<file path="src/rtl/traffic_phase_timer.sv">
`default_nettype none
// ============================================================================
// Module      : traffic_phase_timer
// Description : Dwell-time controller placed ahead of a RED/GREEN/YELLOW
//               sequencer. Divides clk to a 1 s tick, times each lamp phase
//               against its programmed duration and issues a one-cycle
//               advance pulse. Latches pedestrian requests, shortens GREEN
//               once a minimum green has elapsed and grants WALK for the
//               following RED phase. Flags illegal lamp patterns, illegal
//               phase order and a sequencer that ignores advance.
// Revision    : 1.0 - initial release
// ============================================================================
module traffic_phase_timer #(
    parameter int CLK_DIV       = 50_000_000,
    parameter int RED_SEC       = 10,
    parameter int GREEN_SEC     = 8,
    parameter int YELLOW_SEC    = 3,
    parameter int MIN_GREEN_SEC = 3,
    parameter int CNT_W         = 8
) (
    input  logic             clk,
    input  logic             reset,
    input  logic             enable,
    input  logic             ped_req,
    input  logic             red_i,
    input  logic             yellow_i,
    input  logic             green_i,
    output logic             advance,
    output logic [CNT_W-1:0] remaining,
    output logic             ped_pending,
    output logic             ped_walk,
    output logic             phase_err
);

    // ------------------------------------------------------------------------
    // Constants
    // ------------------------------------------------------------------------
    localparam int               c_ps_w       = $clog2(CLK_DIV);
    localparam logic [c_ps_w-1:0] c_ps_max    = c_ps_w'(CLK_DIV - 1);
    localparam logic [c_ps_w-1:0] c_ps_one    = c_ps_w'(1);
    localparam logic [CNT_W-1:0] c_red_dur    = CNT_W'(RED_SEC);
    localparam logic [CNT_W-1:0] c_green_dur  = CNT_W'(GREEN_SEC);
    localparam logic [CNT_W-1:0] c_yellow_dur = CNT_W'(YELLOW_SEC);
    localparam logic [CNT_W-1:0] c_rem_one    = CNT_W'(1);
    // GREEN may be cut once (GREEN_SEC - remaining + 1) >= MIN_GREEN_SEC,
    // i.e. once remaining <= GREEN_SEC + 1 - MIN_GREEN_SEC. Comparing against
    // this bound avoids any subtraction underflow on remaining.
    localparam logic [CNT_W:0]   c_cut_max    = (CNT_W+1)'(int'(c_green_dur) + 1 - MIN_GREEN_SEC);
    // WAIT_PH gives up at the end of the third cycle after advance.
    localparam logic [1:0]       c_wait_last  = 2'd3;
    localparam logic [1:0]       c_wait_one   = 2'd1;

    typedef enum logic [1:0] {
        ST_IDLE    = 2'd0,
        ST_COUNT   = 2'd1,
        ST_WAIT_PH = 2'd2
    } state_t;

    typedef enum logic [1:0] {
        PH_NONE   = 2'd0,
        PH_RED    = 2'd1,
        PH_GREEN  = 2'd2,
        PH_YELLOW = 2'd3
    } phase_t;

    // ------------------------------------------------------------------------
    // Registers
    // ------------------------------------------------------------------------
    state_t              r_state;
    phase_t              r_prev_phase;
    logic [c_ps_w-1:0]   r_prescaler;
    logic [1:0]          r_wait_cnt;
    logic                r_advance;
    logic [CNT_W-1:0]    r_remaining;
    logic                r_ped_pending;
    logic                r_ped_walk;
    logic                r_phase_err;

    // ------------------------------------------------------------------------
    // Combinational helpers
    // ------------------------------------------------------------------------
    phase_t              w_phase;
    logic                w_lamp_bad;
    phase_t              w_successor;
    logic [CNT_W-1:0]    w_duration;
    logic                w_entry;
    logic                w_illegal;
    logic                w_tick;
    logic                w_expire;
    logic                w_green_cut;
    logic                w_wait_done;

    // Decode the sequencer lamps; anything but a single lamp is an error and
    // is treated as RED so the intersection fails towards stop.
    always_comb begin
        w_lamp_bad = 1'b0;
        w_phase    = PH_RED;
        case ({red_i, yellow_i, green_i})
            3'b100:  w_phase = PH_RED;
            3'b010:  w_phase = PH_YELLOW;
            3'b001:  w_phase = PH_GREEN;
            default: begin
                w_phase    = PH_RED;
                w_lamp_bad = 1'b1;
            end
        endcase
    end

    // Legal next phase after the one currently being timed.
    always_comb begin
        w_successor = PH_NONE;
        case (r_prev_phase)
            PH_RED:    w_successor = PH_GREEN;
            PH_GREEN:  w_successor = PH_YELLOW;
            PH_YELLOW: w_successor = PH_RED;
            default:   w_successor = PH_NONE;
        endcase
    end

    // Programmed dwell of the phase currently shown by the lamps.
    always_comb begin
        w_duration = c_red_dur;
        case (w_phase)
            PH_GREEN:  w_duration = c_green_dur;
            PH_YELLOW: w_duration = c_yellow_dur;
            default:   w_duration = c_red_dur;
        endcase
    end

    // A lamp change is only acted upon while enabled; disabling takes priority.
    assign w_entry     = enable && (w_phase != r_prev_phase);
    // The very first entry after reset has no predecessor and is never illegal.
    assign w_illegal   = (r_prev_phase != PH_NONE) && (w_phase != w_successor);
    assign w_tick      = (r_state == ST_COUNT) && (r_prescaler == c_ps_max);
    // <= 1 rather than == 1 keeps remaining saturating at 0 when resuming
    // from a frozen WAIT_PH with nothing left to count.
    assign w_expire    = (r_remaining <= c_rem_one);
    assign w_green_cut = (w_phase == PH_GREEN) && r_ped_pending &&
                         ({1'b0, r_remaining} <= c_cut_max);
    assign w_wait_done = (r_wait_cnt == c_wait_last);

    // Controller: prescaler, phase timing FSM, pedestrian latch and error flag.
    always_ff @(posedge clk or posedge reset) begin
        if (reset) begin
            r_state       <= ST_IDLE;
            r_prev_phase  <= PH_NONE;
            r_prescaler   <= '0;
            r_wait_cnt    <= '0;
            r_advance     <= 1'b0;
            r_remaining   <= '0;
            r_ped_pending <= 1'b0;
            r_ped_walk    <= 1'b0;
            r_phase_err   <= 1'b0;
        end else begin
            // advance is a single-cycle pulse unless re-issued below.
            r_advance <= 1'b0;

            // Button presses are latched in every state, even while frozen.
            if (ped_req) begin
                r_ped_pending <= 1'b1;
            end

            if (enable && w_lamp_bad) begin
                r_phase_err <= 1'b1;
            end

            if (!enable) begin
                // Freeze: remaining is held, the partial second is discarded.
                r_state     <= ST_IDLE;
                r_prescaler <= '0;
                r_wait_cnt  <= '0;
            end else if (w_entry) begin
                // New phase shown by the sequencer: start timing it afresh.
                r_state      <= ST_COUNT;
                r_remaining  <= w_duration;
                r_prescaler  <= '0;
                r_wait_cnt   <= '0;
                r_prev_phase <= w_phase;
                if (w_illegal) begin
                    r_phase_err <= 1'b1;
                end
                // A pending request is served by this RED; leaving RED (any
                // entry into a non-RED phase) drops WALK. A press landing on
                // the entry edge itself is kept for the next RED.
                r_ped_walk    <= (w_phase == PH_RED) && r_ped_pending;
                r_ped_pending <= ped_req || (r_ped_pending && (w_phase != PH_RED));
            end else begin
                case (r_state)
                    ST_IDLE: begin
                        // Resume the same phase with remaining untouched.
                        r_state     <= ST_COUNT;
                        r_prescaler <= '0;
                    end
                    ST_COUNT: begin
                        if (w_tick) begin
                            r_prescaler <= '0;
                            if (w_expire || w_green_cut) begin
                                r_advance   <= 1'b1;
                                r_remaining <= '0;
                                r_wait_cnt  <= '0;
                                r_state     <= ST_WAIT_PH;
                            end else begin
                                r_remaining <= r_remaining - c_rem_one;
                            end
                        end else begin
                            r_prescaler <= r_prescaler + c_ps_one;
                        end
                    end
                    ST_WAIT_PH: begin
                        if (w_wait_done) begin
                            // Sequencer ignored advance: flag it and retime
                            // the phase it is still showing.
                            r_phase_err <= 1'b1;
                            r_remaining <= w_duration;
                            r_prescaler <= '0;
                            r_state     <= ST_COUNT;
                        end else begin
                            r_wait_cnt <= r_wait_cnt + c_wait_one;
                        end
                    end
                    default: begin
                        r_state     <= ST_IDLE;
                        r_prescaler <= '0;
                    end
                endcase
            end
        end
    end

    assign advance     = r_advance;
    assign remaining   = r_remaining;
    assign ped_pending = r_ped_pending;
    assign ped_walk    = r_ped_walk;
    assign phase_err   = r_phase_err;

endmodule
`default_nettype wire

</file>
<file path="config.mk">
export PLATFORM = sky130hd
export DESIGN_NAME = traffic_phase_timer
export DESIGN_NICKNAME = d
export VERILOG_FILES = /design/src/rtl/traffic_phase_timer.sv
export SDC_FILE = /design/constraint.sdc
export NUM_CORES = 1
export LEC_CHECK = 0
export BUFFER_PORTS_ARGS = -buffer_cell sky130_fd_sc_hd__buf_4
export CELL_PAD_IN_SITES_DETAIL_PLACEMENT = 0
export CELL_PAD_IN_SITES_GLOBAL_PLACEMENT = 1
export CORE_MARGIN = 2
export CORE_UTILIZATION = 42
export CTS_BUF_LIST = sky130_fd_sc_hd__clkbuf_16
export CTS_CLUSTER_SIZE = 24
export DETAILED_ROUTE_END_ITERATION = 16
export PLACE_DENSITY_LB_ADDON = 0.1
export SYNTH_ARGS = -nofsm -noshare
export SYNTH_HDL_FRONTEND = slang
export SYNTH_SLANG_ARGS = --single-unit
</file>
<file path="constraint.sdc">
create_clock -name clk -period 2.3 [get_ports clk]
set_clock_uncertainty 0.15 [all_clocks]
set_input_delay 0.23 -clock clk [delete_from_list [all_inputs] [get_ports clk]]
set_output_delay 0.23 -clock clk [all_outputs]
set_load 0.1 [all_outputs]
</file>
==> impl_metrics.ini <==
[outcome]
status = finished, violations left
violations = negative setup slack

[sta]
rsz0062_at_grt = true
finalSetupViolations = 2
relSlewSlack_pct = 67.57
worst_pin_slew_ns = 0.4858
drv_slew = 0
finalCritPeriodShare_pct = 102.6
fmaxAchievable_mhz = 423.7
fin_ws_ns = -0.06041
finalSetupTns_ns = -0.1082
final-hold-violation-count = 0
period_needed_ns = 2.360

[floorplanning]
initial_utilization_pct = 42.88
core_area_um2 = 6241
dieArea_um2 = 7027
die_y_um = 83.83
row_count = 29
fp.dieW_um = 83.83
ios = 19

[power]
leakagePower_nw = 1.505
p_per_area_nw_per_um2 = 809.3
comb_power_share_pct = 42.6
swShare_pct = 41.53
internal_power_mw = 1.638
sequentialPowerShare_pct = 33.0
vdd_drop_max_mv = 0.9862
power.switching_mw = 1.163
p_total_mw = 2.802
clockPowerShare_pct = 24.4

[worst_setup_path]
worstPathRequired_ns = 2.36
cp-start-kind = flop
cp_slowest_stage_delay_ns = 0.55
crit_buf_inv = 1
worstPathArrival_ns = 2.42
reg2reg_setup_slack_ns = -0.06
critPathKind = flop to flop
cp_max_fo = 3
worst_path_max_delay_cell = or4_4
crit_chain = or4_4 > nor4_4 > nand4_2 > a211o_1 > buf_4 > or2_4 > a21oi_2
critPathCaptureType = flop
crit_family = simple AND/OR/NAND/NOR gates

[global_route]
overflow = 0
grt_pass1_vias = 2258
grt_max_degree = 23
grt_antenna_before_repair = 0
grt_pass1_wl_um = 10740
grt_usage_pct = 19.11

[logic_synthesis]
synth_top_area_cell = dfrtp_1
synthCells = 299
ys_warn_count = 0
synthTopCellsByArea = dfrtp_1 (41%), xor2_1 (6.2%), ha_1 (5.6%)
ys.flop_type = dfrtp_1
netlist.area_leader.share_pct = 41.14
syn-num-nets = 318
synth_edf_count = 0
avgSynthCellArea_um2 = 8.951
synth.yosys.seq_area_share_pct = 41.14
synth-seq-cells = 44
syn_area_um2 = 2676
synth.distinct_cells = 54
async_flop_share_pct = 100.0

[clock_tree]
h-tree-depth = 2
path_clk_slew_ns = 0.06
cts-root-buf = clkbuf_16
cts.sinks = 44
insertion_delay_ns = 0.28
cts_tree = done
cts_buffers = 5
cts_max_path_buffers = 2

[placed_design]
post-place-ws_ns = -0.1034
placed_cell_area_um2 = 3222
gp_congestion = 0.8113
dp_hpwl_um = 4720
io_buffers = 18

[final_layout]
final_nets = 383
drive_above_1_share_pct = 26.30
area_growth_pct = 29.36
final_area_um2 = 3462
n_antenna_cell = 0

[route]
firstDrtPassIters = 4
avgViaCountPerCell = 5.394
ant_nets = 0
wl_per_cell_um = 14.57
via_count = 2384
drc = 0
wl_um = 6441
drtIter0Drc = 102

[flow_run]
max_cap_viol_count = 0

[hold_path]
min_path_type = primary input to flop
[registers in the layout, indices dropped and copies added, names as in the netlist]
signal and cells:
phase_err 1, r_prev_phase 2, ped_walk 1, r_state 2
remaining 8, r_wait_cnt 2, r_prescaler 26, ped_pending 1
advance 1
[area by class of cell]
type | instances | area (um2)
Multi-Input combinational cell | 234 | 1551
Clock buffer | 5 | 125.1
Sequential cell | 44 | 1114
Inverter | 13 | 48.80
Clock inverter | 3 | 12.51
Timing Repair Buffer | 66 | 514.2
Tap cell | 77 | 96.34
Fill cell | 591 | 2779
[path summary, 6_finish.rpt]
kind                                 start               to  cells past startpoint
setup / recovery           r_prescaler[11]    r_wait_cnt[1]                      7
max in group asynchronous            reset  r_prescaler[19]                      4
hold / removal                      enable  r_prev_phase[0]                      2
min in group asynchronous            reset   r_prescaler[8]                      3
setup reg to reg           r_prescaler[11]    r_wait_cnt[1]                      7
hold reg to reg                   ped_walk         ped_walk                      2
[metal layers]
layer  vias to the layer above  global-route usage (%)  share of wire, %
met5                         -                       0                 0
met1                      1152                   25.08                48
met4                         0                   5.865               1.1
met2                        25                   31.93                48
li1                       1200                       -                 -
met3                         7                   3.759               2.4
[placed cells by master, fill, tap and decap left out, types with 2 or more instances in the layout]
| cell type | Yosys | final |
|---|---|---|
| nand4b_1 | 2 | 2 |
| o31ai_1 | 2 | 2 |
| nand4_1 | 14 | 14 |
| and2_1 | 2 | 2 |
| xor2_1 | 19 | 19 |
| nor3_1 | 7 | 7 |
| dfrtp_2 | 0 | 4 |
| a21oi_1 | 16 | 13 |
| mux2i_1 | 3 | 3 |
| or3_1 | 2 | 2 |
| nand2b_1 | 7 | 7 |
| dlygate4sd3_1 | 0 | 2 |
| o21a_1 | 2 | 2 |
| or3b_1 | 2 | 2 |
| o21ai_1 | 1 | 6 |
| dfrtp_1 | 44 | 38 |
| nor2_1 | 38 | 38 |
| a21oi_2 | 0 | 2 |
| nand2_1 | 27 | 27 |
| a22o_1 | 3 | 3 |
| clkbuf_16 | 0 | 5 |
| o21ai_0 | 18 | 12 |
| dfrtp_4 | 0 | 2 |
| ha_1 | 12 | 12 |
| and3_1 | 5 | 5 |
| nand3_1 | 11 | 11 |
| a211o_1 | 3 | 3 |
| inv_1 | 13 | 14 |
| and4_1 | 3 | 3 |
| buf_4 | 0 | 61 |
| nand3b_1 | 3 | 3 |
[repair_timing]
action / 4_1_cts / 5_1_grt
hold buffers: 2 / 0
cloned: 0 / 1
pin swaps: 1 / 5
hold endpoints to repair: 21 / 0
resized for setup: 3 / 16
endpoints found under the setup margin: 9 / 12
buffers inserted: 0 / 2
[synth_stat cells (all sizes together) (2+ instances only)]
cell	instances
mux2i	3
nor3	7
clkbuf	5
a211oi	2
nor2	38
nand2	27
inv	13
a31oi	2
or3	3
nand3b	3
nor4	3
o21ai	19
a211o	3
and3	5
and2	3
or4	2
nand2b	7
nand4b	2
and4	3
ha	12
xor2	19
nor3b	2
dfrtp	44
o31ai	2
a22o	3
nand4	15
buf	3
or3b	2
o21a	2
a21oi	16
nand3	11
[power by group through the flow]
stage	sequential [mW]	clock [mW]	combinational (mW)
after global routing	0.940	0.734	1.29
after floorplan	1.30	0	0.451
after detailed placement	0.941	0	1.15
after CTS	0.927	0.706	1.16
final	0.925	0.682	1.19
after global placement	0.939	0	1.15
[cells by family after synthesis]
logic type               share of synthesized area (%)
AND/OR/NAND/NOR                                  27.72
adder cells (fa/ha/maj)                          5.610
AO/OA/AOI/OAI                                    14.35
XOR/XNOR                                         6.545
multiplexers                                     1.543
buffers and inverters                            3.086
flip-flops                                       41.14
[through the flow]
stage,cells,hold slack [ns],util [%]
after floorplan,299,0.1884,-
after CTS,439,0.05516,54.35
after global routing,442,0.07227,55.47
after detailed placement,429,0.1411,51.62
final,442,0.06702,55.47
after global placement,429,0.1436,51.62
Note: power is estimated with default switching activity, not from simulation.
